## src/rtl/game_flow_ctrl.sv

```systemverilog
// Game flow controller: screen sequencing (title/player/setup/chess) and the
// in-game move-entry FSM with cursor, piece selection and validator handshake.
`timescale 1ns/1ps

package common_enums;
  typedef enum logic [1:0] {
    TITLE  = 2'd0,
    PLAYER = 2'd1,
    SETUP  = 2'd2,
    CHESS  = 2'd3
  } screen_state_t;

  typedef enum logic [1:0] {
    PLAYER_SEL = 2'd0,
    PIECE_SEL  = 2'd1,
    POS_SEL    = 2'd2,
    MOVE_VAL   = 2'd3
  } move_state_t;
endpackage

module game_flow_ctrl
  import common_enums::*;
#(
  parameter int COORD_W = 3
) (
  input  logic                   clk,
  input  logic                   rst_n,
  input  logic                   key_start,
  input  logic                   key_sel,
  input  logic                   key_back,
  input  logic                   key_up,
  input  logic                   key_down,
  input  logic                   key_left,
  input  logic                   key_right,
  input  logic                   setup_done,
  input  logic                   own_piece,
  input  logic                   game_over,
  output logic                   mv_valid,
  input  logic                   mv_ready,
  output logic [2*COORD_W-1:0]   mv_from,
  output logic [2*COORD_W-1:0]   mv_to,
  input  logic                   mv_resp,
  input  logic                   mv_ok,
  output screen_state_t          screen_state,
  output move_state_t            move_state,
  output logic                   player,
  output logic [2*COORD_W-1:0]   cursor,
  output logic [2*COORD_W-1:0]   sel_sq
);

  localparam int SQ_W = 2 * COORD_W;
  localparam logic [COORD_W-1:0] COORD_MAX  = {COORD_W{1'b1}};
  localparam logic [COORD_W-1:0] COORD_ZERO = {COORD_W{1'b0}};
  localparam logic [SQ_W-1:0]    SQ_ZERO    = {SQ_W{1'b0}};
  localparam logic [SQ_W-1:0]    START_SQ   = {COORD_W'(1), COORD_W'(4)};

  // Saturating one-step move; opposite pulses cancel out.
  function automatic logic [COORD_W-1:0] step_coord(
    input logic [COORD_W-1:0] c,
    input logic               inc,
    input logic               dec
  );
    logic [COORD_W-1:0] r;
    if (inc && !dec && (c != COORD_MAX)) begin
      r = c + COORD_W'(1);
    end else if (dec && !inc && (c != COORD_ZERO)) begin
      r = c - COORD_W'(1);
    end else begin
      r = c;
    end
    return r;
  endfunction

  screen_state_t      screen_nxt;
  move_state_t        move_nxt;
  logic               player_nxt;
  logic [SQ_W-1:0]    cursor_nxt;
  logic [SQ_W-1:0]    sel_sq_nxt;
  logic               mv_valid_nxt;
  logic [SQ_W-1:0]    mv_from_nxt;
  logic [SQ_W-1:0]    mv_to_nxt;
  logic               resp_wait;
  logic               resp_wait_nxt;
  logic [SQ_W-1:0]    moved_cursor;

  // Next-state logic for screen and move FSMs plus all registered outputs.
  always_comb begin
    screen_nxt    = screen_state;
    move_nxt      = move_state;
    player_nxt    = player;
    cursor_nxt    = cursor;
    sel_sq_nxt    = sel_sq;
    mv_valid_nxt  = mv_valid;
    mv_from_nxt   = mv_from;
    mv_to_nxt     = mv_to;
    resp_wait_nxt = resp_wait;
    moved_cursor  = {step_coord(cursor[SQ_W-1:COORD_W], key_up, key_down),
                     step_coord(cursor[COORD_W-1:0], key_right, key_left)};

    case (screen_state)
      TITLE: begin
        move_nxt      = PLAYER_SEL;
        mv_valid_nxt  = 1'b0;
        resp_wait_nxt = 1'b0;
        if (key_start) begin
          screen_nxt = PLAYER;
        end else begin
          screen_nxt = TITLE;
        end
      end
      PLAYER: begin
        move_nxt      = PLAYER_SEL;
        mv_valid_nxt  = 1'b0;
        resp_wait_nxt = 1'b0;
        if (key_sel) begin
          screen_nxt = SETUP;
        end else begin
          screen_nxt = PLAYER;
        end
      end
      SETUP: begin
        move_nxt      = PLAYER_SEL;
        mv_valid_nxt  = 1'b0;
        resp_wait_nxt = 1'b0;
        if (setup_done) begin
          screen_nxt = CHESS;
          player_nxt = 1'b0;
          cursor_nxt = START_SQ;
          sel_sq_nxt = SQ_ZERO;
        end else begin
          screen_nxt = SETUP;
        end
      end
      CHESS: begin
        // game_over aborts everything, including an in-flight request.
        if (game_over) begin
          screen_nxt    = TITLE;
          move_nxt      = PLAYER_SEL;
          mv_valid_nxt  = 1'b0;
          resp_wait_nxt = 1'b0;
        end else begin
          case (move_state)
            PLAYER_SEL: begin
              move_nxt = PIECE_SEL;
            end
            PIECE_SEL: begin
              cursor_nxt = moved_cursor;
              if (key_sel && own_piece) begin
                sel_sq_nxt = cursor;
                move_nxt   = POS_SEL;
              end else begin
                move_nxt   = PIECE_SEL;
              end
            end
            POS_SEL: begin
              cursor_nxt = moved_cursor;
              if (key_back) begin
                move_nxt = PIECE_SEL;
              end else if (key_sel && (cursor == sel_sq)) begin
                move_nxt = PIECE_SEL;
              end else if (key_sel) begin
                mv_from_nxt   = sel_sq;
                mv_to_nxt     = cursor;
                mv_valid_nxt  = 1'b1;
                resp_wait_nxt = 1'b0;
                move_nxt      = MOVE_VAL;
              end else begin
                move_nxt = POS_SEL;
              end
            end
            MOVE_VAL: begin
              // A verdict counts only once the request has been accepted.
              if (mv_valid && mv_ready) begin
                mv_valid_nxt  = 1'b0;
                resp_wait_nxt = 1'b1;
              end else if (resp_wait && mv_resp) begin
                resp_wait_nxt = 1'b0;
                if (mv_ok) begin
                  player_nxt = ~player;
                  move_nxt   = PLAYER_SEL;
                end else begin
                  move_nxt   = PIECE_SEL;
                end
              end else begin
                move_nxt = MOVE_VAL;
              end
            end
            default: begin
              move_nxt      = PLAYER_SEL;
              mv_valid_nxt  = 1'b0;
              resp_wait_nxt = 1'b0;
            end
          endcase
        end
      end
      default: begin
        screen_nxt    = TITLE;
        move_nxt      = PLAYER_SEL;
        mv_valid_nxt  = 1'b0;
        resp_wait_nxt = 1'b0;
      end
    endcase
  end

  // State and output registers.
  always_ff @(posedge clk or negedge rst_n) begin
    if (!rst_n) begin
      screen_state <= TITLE;
      move_state   <= PLAYER_SEL;
      player       <= 1'b0;
      cursor       <= SQ_ZERO;
      sel_sq       <= SQ_ZERO;
      mv_valid     <= 1'b0;
      mv_from      <= SQ_ZERO;
      mv_to        <= SQ_ZERO;
      resp_wait    <= 1'b0;
    end else begin
      screen_state <= screen_nxt;
      move_state   <= move_nxt;
      player       <= player_nxt;
      cursor       <= cursor_nxt;
      sel_sq       <= sel_sq_nxt;
      mv_valid     <= mv_valid_nxt;
      mv_from      <= mv_from_nxt;
      mv_to        <= mv_to_nxt;
      resp_wait    <= resp_wait_nxt;
    end
  end

endmodule

```

## config.mk

```make
export PLATFORM = sky130hd
export DESIGN_NAME = game_flow_ctrl
export DESIGN_NICKNAME = d
export VERILOG_FILES = /design/src/rtl/game_flow_ctrl.sv
export SDC_FILE = /design/constraint.sdc
export NUM_CORES = 1
export LEC_CHECK = 0
export BUFFER_PORTS_ARGS = -buffer_cell sky130_fd_sc_hd__buf_2
export CORE_MARGIN = 8
export CORE_UTILIZATION = 52
export CTS_CLUSTER_SIZE = 25
export DETAILED_ROUTE_END_ITERATION = 12
export PLACE_DENSITY = 0.87
export REMOVE_ABC_BUFFERS = 1
export SKIP_CTS_REPAIR_TIMING = 1
export SLEW_MARGIN = 30
export SYNTH_ARGS = -nofsm -noshare
export SYNTH_HDL_FRONTEND = slang
export SYNTH_SLANG_ARGS = --single-unit
export TNS_END_PERCENT = 100
```

## constraint.sdc

```tcl
create_clock -name clk -period 2.5 [get_ports clk]
set_input_delay 0.25 -clock clk [delete_from_list [all_inputs] [get_ports clk]]
set_output_delay 0.25 -clock clk [all_outputs]
set_load 0.01 [all_outputs]
```

==> impl_metrics.env, run 1 <==
export IMPL_cts_tree="yes"
export IMPL_yosys_cell_count_top_type="dfrtp_1"
export IMPL_chipWidth_microns=74.2
export IMPL_finalHoldViolations=0
export IMPL_status="complete, no violations"
export IMPL_core_area_sq_mm=0.00328
export IMPL_worstMarginPinSlew_ns=0.695
export IMPL_drv_slew=0
export IMPL_synth_top_cell_by_area="dfrtp_1"
export IMPL_cp_end_kind="flop"
export IMPL_power_leakage_nw=1.03
export IMPL_clockRootBuffer="clkbuf_4"
export IMPL_drt_pass1_iterations=4
export IMPL_grtUsageTotal_pct=16.3
export IMPL_num_vias=1482
export IMPL_fin_nets=237
export IMPL_powerDensity_mw_per_mm2=881
export IMPL_min_period_over_period_pct=82.5
export IMPL_path_cells="inv_1 > ha_1 > and3b_1 > o21ai_0 > or2_1 > mux2_2"
export IMPL_place_congestion=0.806
export IMPL_cp_slowest_stage_delay_ns=0.44
export IMPL_synth_cell_types=45
export IMPL_nFillCells=274
export IMPL_clock_latency_ns=0.34
export IMPL_path_buf_inv=1
export IMPL_diodes=0
export IMPL_multi_input_area_sq_um=885
export IMPL_timing_final_ws_setup_ns=0.437
export IMPL_antenna_found_initial=0
export IMPL_yosysTopAreaCellShare_pct=44.1
export IMPL_port_buffers=44
export IMPL_ant_nets=0
export IMPL_cp_slowest_cell="o21ai_0"
export IMPL_wl_per_cell_microns=15.4
export IMPL_finalSetupViolations=0
export IMPL_critPathTopFamily="compound AO/OA/AOI/OAI gates"
export IMPL_layout_drive_gt1_share_pct=33.2
export IMPL_hold_class="primary input to flop"
export IMPL_rsz0062_at_grt="false"
export IMPL_cap_violations=0
export IMPL_cts_buffers=5
export IMPL_die_area_sq_mm=0.00550
export IMPL_critPathMaxFanout=5
export IMPL_clock_path_buffers=2
export IMPL_async_flop_share_pct=100
export IMPL_seq_area_sq_um=776
export IMPL_ys_warn_count=0
export IMPL_grt_pass1_wl_mm=6.82
export IMPL_ios=45
export IMPL_dp_cells=254
export IMPL_worst_setup_path_type="flop to flop"
export IMPL_yosysSeqAreaShare_pct=44.1
export IMPL_drc_errors=0
export IMPL_die_h_microns=74.2
export IMPL_clkSinkCount=31
export IMPL_min_period_ns=2.06
export IMPL_start_kind="flop"
export IMPL_worst_clock_skew_ns=0.00972
export IMPL_final_cells=263
export IMPL_wl_mm=4.06
export IMPL_synth_area_leaders="dfrtp_1, mux2_2, o21ai_0"
export IMPL_worstPathArrival_ns=2.29
export IMPL_ir_drop_mv=0.361
export IMPL_synth_seq_cells=31
export IMPL_fmax_ghz=0.485
export IMPL_grt_max_degree=32
export IMPL_overflow=0
export IMPL_setup_tns_final_ns=0
export IMPL_drt_iter0_drc=70
export IMPL_worstPathRequired_ns=2.72
export IMPL_synth_flop_cell="dfrtp_1"
export IMPL_rows=21
export IMPL_slew_headroom_pct=53.7
export IMPL_syn_instance_count=171
export IMPL_grt_pass1_vias=1521
export IMPL_htree_levels=2
export IMPL_netlist_area_sq_mm=0.00176
export IMPL_synth_edf_count=0
export IMPL_area_growth_pct=16.9
export IMPL_clk_pin_slew_ns=0.10
export IMPL_dp_hpwl_mm=3.05
export IMPL_ys_top_cells_by_count="dfrtp_1, inv_1, mux2_2, o21ai_0, nand2_1"
export IMPL_place_ws_ns=0.507
export IMPL_via_per_inst=5.63
export IMPL_avgSynthCellArea_sq_um=10.3
export IMPL_start_util_pct=53.6
-- worst register-to-register path, delay by kind of cell, from the launching register on --
| kind | cells | cell delay (ns) |
|---|---|---|
| flops | 1 | 0.43 |
| buf+inv | 1 | 0.10 |
| fa+ha+maj | 1 | 0.26 |
| mux | 1 | 0.33 |
| compound gates | 1 | 0.44 |
| simple gates | 2 | 0.39 |
-- cell type report --
type	count	share of cell area [%]
Multi-Input combinational cell	117	43.0
Inverter	16	2.92
Sequential cell	31	37.7
Clock buffer	7	2.19
Timing Repair Buffer	45	11.2
Tap cell	46	2.80
Clock inverter	1	0.243
-- per-stage QoR --
step	cell area (sq um)	utilization (%)	hold slack, ns	total power, mW
floorplan	1720	-	-0.0456	1.26
global placement	2000	60.8	0.325	1.50
detailed placement	2000	60.8	0.337	1.54
CTS	2050	62.4	-0.0246	1.82
global route	2060	62.7	0.115	1.96
finish	2060	62.7	0.139	1.81
-- flip-flops by register name (all words and copies together) (netlist names), named ones only --
register / cells
screen_state: 1
cursor: 6
resp_wait: 1
mv_valid: 1
mv_from: 6
move_state: 2
sel_sq: 6
mv_to: 6
player: 1
-- layer usage --
layer	routed length, microns	up-vias	share of wire, %	global-route usage, %
li1	-	706	-	-
met1	1710	710	42	19.4
met2	1930	60	48	25.5
met3	336	6	8.3	5.93
met4	77	0	1.9	7.54
met5	0	-	0	0
-- cell families after synthesis --
family / count (synthesis) / synth area share, %
AO/OA/AOI/OAI: 36 / 13.1
XOR/XNOR: 8 / 3.98
adder cells (fa/ha/maj): 6 / 5.12
buffers and inverters: 23 / 5.69
flip-flops: 31 / 44.1
multiplexers: 19 / 12.7
AND/OR/NAND/NOR: 48 / 15.4
-- path summary, 6_finish.rpt --
| kind | start | endpoint | slack, ns | cells after the start |
|---|---|---|---|---|
| worst max-delay path | move_state[1] | cursor[4] | 0.44 | 6 |
| worst min-delay path | game_over | flop | 0.14 | 2 |
| worst max register to register | move_state[1] | cursor[4] | 0.44 | 6 |
| worst min register to register | mv_to[4] | mv_to[4] | 0.51 | 1 |
| max in group asynchronous | rst_n | mv_from[2] | 1.56 | 2 |
| min in group asynchronous | rst_n | mv_from[0] | 0.49 | 2 |
-- cells in the final DEF, fill, tap and decap left out, types with 2 or more instances in the layout --
cell type  count
a211oi_1       2
a21oi_1       10
a311oi_1       2
a31oi_1        2
and3_1         3
buf_2         44
clkbuf_1       2
clkbuf_4       5
dfrtp_1       31
fa_1           2
ha_1           4
inv_1         16
mux2_2        16
mux2i_1        2
nand2_1       11
nand2b_1       2
nand3_1        7
nor2_1         5
nor2b_1        2
nor3_1         4
nor4_1         3
o21ai_0       12
xnor2_1        3
xor2_1         5
-- power by group --
part / switching, mW / leakage, nW / internal (mW)
clock: 0.170 / 0.0293 / 0.109
combinational: 0.411 / 0.585 / 0.326
sequential: 0.195 / 0.414 / 0.602
total: 0.777 / 1.03 / 1.04
Power figures use the tool's default switching activity.
==> run 2: changes to the inputs <==
--- a/config.mk
+++ b/config.mk
@@ -5,12 +5,13 @@
 export SDC_FILE = /design/constraint.sdc
 export NUM_CORES = 1
 export LEC_CHECK = 0
+export ABC_AREA = 1
 export BUFFER_PORTS_ARGS = -buffer_cell sky130_fd_sc_hd__buf_2
 export CORE_MARGIN = 8
-export CORE_UTILIZATION = 52
+export CORE_UTILIZATION = 48
 export CTS_CLUSTER_SIZE = 25
 export DETAILED_ROUTE_END_ITERATION = 12
-export PLACE_DENSITY = 0.87
+export PLACE_DENSITY = 0.84
 export REMOVE_ABC_BUFFERS = 1
 export SKIP_CTS_REPAIR_TIMING = 1
 export SLEW_MARGIN = 30
==> constraint.sdc (replaced) <==
create_clock -name clk -period 1.8 [get_ports clk]
set_input_delay 0.18 -clock clk [delete_from_list [all_inputs] [get_ports clk]]
set_output_delay 0.18 -clock clk [all_outputs]
set_load 0.01 [all_outputs]
==> run 2 against run 1 <==
  * Via count increased by 14%
  * Worst hold slack gained 0.0056 ns
  * Flip-flop and latch count unchanged
  * Critical endpoint unchanged
  * Largest power group is now combinational logic
  * Highest routed layer unchanged
==> impl_metrics.env, run 2 <==
export IMPL_status="complete, no violations"
export IMPL_grt_max_degree=32
export IMPL_wl_per_cell_microns=11.7
export IMPL_grt_pass1_vias=1563
export IMPL_worst_clock_skew_ns=0.00390
export IMPL_power_leakage_nw=1.30
export IMPL_clock_latency_ns=0.28
export IMPL_clk_pin_slew_ns=0.06
export IMPL_ios=45
export IMPL_clockRootBuffer="clkbuf_8"
export IMPL_finalHoldViolations=0
export IMPL_holdWs_ns=0.144
export IMPL_synth_seq_cells=31
export IMPL_grt_pass1_wl_mm=6.89
export IMPL_synth_top_cell_by_area="dfrtp_1"
export IMPL_drt_pass1_iterations=4
export IMPL_synth_mux_area_fraction_pct=0
export IMPL_chipWidth_microns=78.3
export IMPL_worstMarginPinSlew_ns=0.692
export IMPL_num_vias=1683
export IMPL_cap_violations=0
export IMPL_min_period_over_period_pct=92.6
export IMPL_use_met1_pct=16.3
export IMPL_powerDensity_mw_per_mm2=1290
export IMPL_clock_path_buffers=2
export IMPL_grtUsageTotal_pct=13.5
export IMPL_via_per_inst=4.77
export IMPL_use_met2_pct=22.5
export IMPL_drv_slew=0
export IMPL_finalSetupViolations=0
export IMPL_ys_warn_count=0
export IMPL_mostFrequentLayoutCells="nand2_1, buf_2, inv_1"
export IMPL_fmax_ghz=0.600
export IMPL_diodes=0
export IMPL_finalPower_mw=2.87
export IMPL_rows=22
export IMPL_synth_edf_count=0
export IMPL_cts_tree="yes"
export IMPL_antenna_found_initial=0
export IMPL_critPathMaxFanout=6
export IMPL_cp_end_kind="flop"
export IMPL_synth_xor_area_share_pct=0.939
export IMPL_async_flop_share_pct=100
export IMPL_min_period_ns=1.67
export IMPL_die_area_sq_mm=0.00614
export IMPL_die_h_microns=78.3
export IMPL_ys_top_cells_by_count="nand2_1, inv_1, dfrtp_1, nand3_1, nor2_1"
export IMPL_avgSynthCellArea_sq_um=7.34
export IMPL_yosys_area_share_adder_pct=4.83
export IMPL_worst_setup_path_type="flop to flop"
export IMPL_slew_headroom_pct=53.9
export IMPL_port_buffers=44
export IMPL_synth_top_family_by_area="simple AND/OR/NAND/NOR gates"
export IMPL_synth_area_leaders="dfrtp_1, nand2_1, nand3_1"
export IMPL_met3_usage_pct=4.90
export IMPL_cts_buffers=5
export IMPL_syn_instance_count=254
export IMPL_core_area_sq_mm=0.00369
export IMPL_start_util_pct=50.6
export IMPL_worstPathRequired_ns=1.99
export IMPL_rsz0062_at_grt="false"
export IMPL_drt_iter0_drc=109
export IMPL_hold_class="primary input to flop"
export IMPL_clkSinkCount=31
export IMPL_setup_tns_final_ns=0
export IMPL_netlist_area_sq_mm=0.00187
export IMPL_fin_nets=326
export IMPL_yosys_cell_count_top_type="nand2_1"
export IMPL_worstPathArrival_ns=1.86
export IMPL_synth_flop_cell="dfrtp_1"
export IMPL_dp_hpwl_mm=3.27
export IMPL_drc_errors=0
export IMPL_yosysTopAreaCellShare_pct=41.6
export IMPL_yosys_area_share_simple_pct=33.3
export IMPL_ant_nets=0
export IMPL_mostFrequentLayoutCell="nand2_1"
export IMPL_area_growth_pct=19.7
export IMPL_synth_cell_types=29
export IMPL_wl_mm=4.13
export IMPL_yosysSeqAreaShare_pct=41.6
export IMPL_overflow=0
export IMPL_top_usage_layer="met2"
export IMPL_ir_drop_mv=0.674
export IMPL_htree_levels=2
export IMPL_layout_drive_gt1_share_pct=24.3
export IMPL_place_congestion=0.872
export IMPL_start_kind="flop"
export IMPL_synth_compound_area_share_pct=8.18
==> run 2: changes by cell type after synthesis, moves of 3 or more <==
cell      before  now
inv_1         16   35
nor2_1         5   13
a21oi_1       10    4
or2_2          0    3
buf_4          0    5
nand3_1        7   29
clkbuf_2       4    0
o21ai_1        1    6
inv_2          0    3
nand2_1       11   86
xor2_1         5    1
mux2_2        16    0
and3_1         3    0
==> run 2: logic make-up (layout without fill, tap and decap cells) <==
| logic type | after synthesis | count (layout) |
|---|---|---|
| xor+xnor | 2 | 2 |
| compound gates | 26 | 26 |
| fa+ha+maj | 6 | 6 |
| simple gates | 143 | 143 |
| buf+inv | 46 | 97 |
| flops | 31 | 31 |
==> run 2: report_power, final <==
group / internal [mW] / switching [mW]
registers: 0.847 / 0.157
clock network: 0.299 / 0.241
logic: 0.508 / 0.820
==> run 2: worst paths after layout <==
kind,start,to,slack [ns],depth (start not counted)
worst max-delay path,cursor[4],cursor[4],0.13,6
worst min-delay path,key_start,screen_state[0],0.14,3
worst max register to register,cursor[4],cursor[4],0.13,6
worst min register to register,mv_to[2],mv_to[2],0.46,2
max in group asynchronous,rst_n,cursor[4],0.82,2
min in group asynchronous,rst_n,mv_from[3],0.50,2
==> run 2: metal layers <==
layer | share of wire [%] | up-vias
met5 | 0 | -
met3 | 6.5 | 6
met2 | 48 | 36
li1 | - | 886
met4 | 0.92 | 0
met1 | 44 | 755
==> run 2: cell type report <==
class | instances | area [sq um]
clock buffer | 6 | 82.6
fill | 332 | 1460
inverter | 38 | 143
timing repair buffer | 52 | 283
sequential | 31 | 778
multi-input combinational | 177 | 882
tap | 48 | 60.1
clock inverter | 1 | 5.00
==> run 2: critical path: stages (launching register included) <==
cell	delay, ns
dfrtp_2	0.44
nand3_1	0.09
nand3_1	0.11
inv_1	0.09
fa_1	0.40
or2_2	0.29
o21ai_0	0.16
==> run 2: through the flow <==
| stage | utilization (%) | worst slack (ns) | area, sq um | cells |
|---|---|---|---|---|
| after floorplan | - | 0.0833 | 1800 | 246 |
| after global placement | 57.8 | 0.144 | 2130 | 345 |
| after detailed placement | 57.8 | 0.115 | 2130 | 345 |
| after CTS | 60.2 | 0.0990 | 2220 | 352 |
| after global routing | 60.5 | 0.0194 | 2230 | 353 |
| final | 60.5 | 0.133 | 2230 | 353 |
==> run 3: changes to the inputs <==
--- a/config.mk
+++ b/config.mk
@@ -6,6 +6,7 @@
 export NUM_CORES = 1
 export LEC_CHECK = 0
 export ABC_AREA = 1
+export ABC_CLOCK_PERIOD_IN_PS = 1400
 export BUFFER_PORTS_ARGS = -buffer_cell sky130_fd_sc_hd__buf_2
 export CORE_MARGIN = 8
 export CORE_UTILIZATION = 48
==> constraint.sdc (replaced) <==
create_clock -name clk -period 1.4 [get_ports clk]
set_input_delay 0.14 -clock clk [delete_from_list [all_inputs] [get_ports clk]]
set_output_delay 0.14 -clock clk [all_outputs]
set_load 0.01 [all_outputs]
==> run 3 against run 2 <==
  * The run now ends with negative setup slack left
  * Final cell count rose by 8.2%
  * Sequential power rose by 29%
  * Core utilization rose by 13 points
  * Total power rose by 63%
  * Sequential share of layout area fell by 6.4 points
  * Count of clock-buffer cells in the layout did not move
  * Clock skew barely moved
  * Critical path type unchanged
  * First-iteration DRC count rose by 17%
  * Global-route usage rose by 2.4 points
  * Critical endpoint is now mv_from[5]
  * Clock power rose by 34%
  * Highest routed layer unchanged
  * Combinational power rose by 100%
  * Worst hold slack got worse by 0.038 ns
==> impl_metrics.env, run 3 (synthesis gave the netlist of run 2 again) <==
export IMPL_status="complete, but fails checks"
export IMPL_violations="negative setup slack"
export IMPL_core_area_sq_mm=0.00369
export IMPL_dp_hpwl_mm=3.54
export IMPL_path_buf_inv=3
export IMPL_clock_latency_ns=0.29
export IMPL_worstPathArrival_ns=1.83
export IMPL_worst_clock_skew_ns=0.00358
export IMPL_drc_errors=0
export IMPL_worst_setup_path_type="flop to flop"
export IMPL_timing_final_ws_setup_ns=-0.255
export IMPL_clk_pin_slew_ns=0.07
export IMPL_antenna_found_initial=0
export IMPL_seqPwrFrac_pct=27.4
export IMPL_via_per_inst=5.21
export IMPL_drv_slew=0
export IMPL_powerDensity_mw_per_mm2=1720
export IMPL_wl_mm=5.96
export IMPL_netSwitchingPower_mw=2.07
export IMPL_diodes=0
export IMPL_min_period_over_period_pct=118
export IMPL_finalSetupViolations=28
export IMPL_area_growth_pct=46.3
export IMPL_mostFrequentLayoutCells="nand2_1, buf_2, dfrtp_1"
export IMPL_dp_cells=363
export IMPL_mostFrequentLayoutCell="nand2_1"
export IMPL_clkSinkCount=31
export IMPL_htree_levels=2
export IMPL_worstPathRequired_ns=1.57
export IMPL_cp_slowest_cell="dfrtp_1"
export IMPL_num_vias=1992
export IMPL_pwr_share_clk_pct=15.4
export IMPL_cp_slowest_stage_delay_ns=0.42
export IMPL_ios=45
export IMPL_p_comb_share_pct=57.2
export IMPL_hold_class="primary input to flop"
export IMPL_clockRootBuffer="clkbuf_8"
export IMPL_start_util_pct=50.6
export IMPL_cts_buffers=5
export IMPL_cp_end_kind="flop"
export IMPL_r2r_start="cursor[0]"
export IMPL_layout_cell_area_non_filler_sq_mm=0.00273
export IMPL_grt_pass1_vias=1898
export IMPL_final_cells=382
export IMPL_path_cells="buf_6 > nand2_2 > nand2_1 > nor2_1 > nand2_1 > o21bai_2 > inv_2 > clkbuf_16 > nand3_1 > nand2_1"
export IMPL_fmax_ghz=0.604
export IMPL_fin_nets=355
export IMPL_min_period_ns=1.65
export IMPL_overflow=0
export IMPL_nFillCells=277
export IMPL_placed_area_sq_mm=0.00228
export IMPL_final_core_util_pct=74.0
export IMPL_place_ws_ns=-0.235
export IMPL_rsz0062_at_grt="true"
export IMPL_rows=22
export IMPL_cts_tree="yes"
export IMPL_swShare_pct=44.1
export IMPL_clock_path_buffers=2
export IMPL_path_common_cell="nand2_1"
export IMPL_power_leakage_nw=1.50
export IMPL_finalHoldViolations=0
export IMPL_wl_per_cell_microns=15.6
export IMPL_critPathMaxFanout=6
export IMPL_power_internal_mw=2.63
export IMPL_hold_start="key_start"
export IMPL_slew_headroom_pct=69.7
export IMPL_worstMarginPinSlew_ns=0.452
export IMPL_port_buffers=44
export IMPL_ir_drop_mv=1.05
export IMPL_start_kind="flop"
export IMPL_die_area_sq_mm=0.00614
export IMPL_drt_iter0_drc=127
export IMPL_place_congestion=0.871
export IMPL_die_h_microns=78.3
export IMPL_layout_drive_gt1_share_pct=44.6
export IMPL_cap_violations=0
export IMPL_grt_max_degree=32
export IMPL_drt_pass1_iterations=4
export IMPL_chipWidth_microns=78.3
export IMPL_grtUsageTotal_pct=15.9
export IMPL_grt_pass1_wl_mm=8.11
export IMPL_critPathLaunch="cursor[0]"
export IMPL_ant_nets=0
export IMPL_critPathTopFamily="simple AND/OR/NAND/NOR gates"
-- run 3: path summary, 6_finish.rpt --
kind | slack, ns | endpoint | cells past startpoint
max | -0.25 | mv_from[5] | 10
min | 0.11 | screen_state[0] | 3
min in group asynchronous | 0.39 | sel_sq[4] | 3
min reg2reg | 0.47 | mv_from[0] | 2
max in group asynchronous | 0.70 | cursor[1] | 3
max reg2reg | -0.25 | mv_from[5] | 10
-- run 3: cell type report --
cell class / instances / area [sq um] / area share (%)
Sequential cell: 31 / 777 / 28.5
Clock buffer: 6 / 82.6 / 3.03
Timing Repair Buffer: 79 / 561 / 20.5
Clock inverter: 1 / 5.00 / 0.183
Timing Repair inverter: 1 / 7.51 / 0.275
Multi-Input combinational cell: 178 / 1090 / 39.8
Inverter: 38 / 150 / 5.50
Tap cell: 48 / 60.1 / 2.20
-- run 3: through the flow --
step | setup TNS, ns | power [mW] | hold WS (ns)
final | -4.03 | 4.69 | 0.106
after global routing | -6.45 | 5.01 | 0.166
after CTS | -2.72 | 4.01 | -0.120
after detailed placement | -2.20 | 3.30 | 0.179
after global placement | -1.32 | 3.22 | 0.177
after floorplan | -3.02 | 2.42 | -0.156
-- run 3: metal layers --
layer	global-route usage (%)	wire length [microns]	up-vias	share of wire (%)
li1	-	-	952	-
met1	17.6	2180	947	36
met2	28.0	3270	79	55
met3	4.10	381	14	6.4
met4	7.22	133	0	2.2
met5	0	0	-	0
-- run 3: worst register-to-register path, delay by kind of cell, from the launching register on --
| kind | cells | cell delay [ns] |
|---|---|---|
| simple gates | 6 | 0.47 |
| buf+inv | 3 | 0.46 |
| flops | 1 | 0.42 |
| compound gates | 1 | 0.20 |
-- run 3: power by group through the flow --
stage | Sequential (mW) | Combinational, mW | Clock (mW)
2_1_floorplan | 1.41 | 1.01 | 0
6_report | 1.29 | 2.68 | 0.723
4_1_cts | 1.24 | 2.05 | 0.718
3_3_place_gp | 1.24 | 1.98 | 0
3_5_place_dp | 1.25 | 2.05 | 0
5_1_grt | 1.31 | 2.94 | 0.763
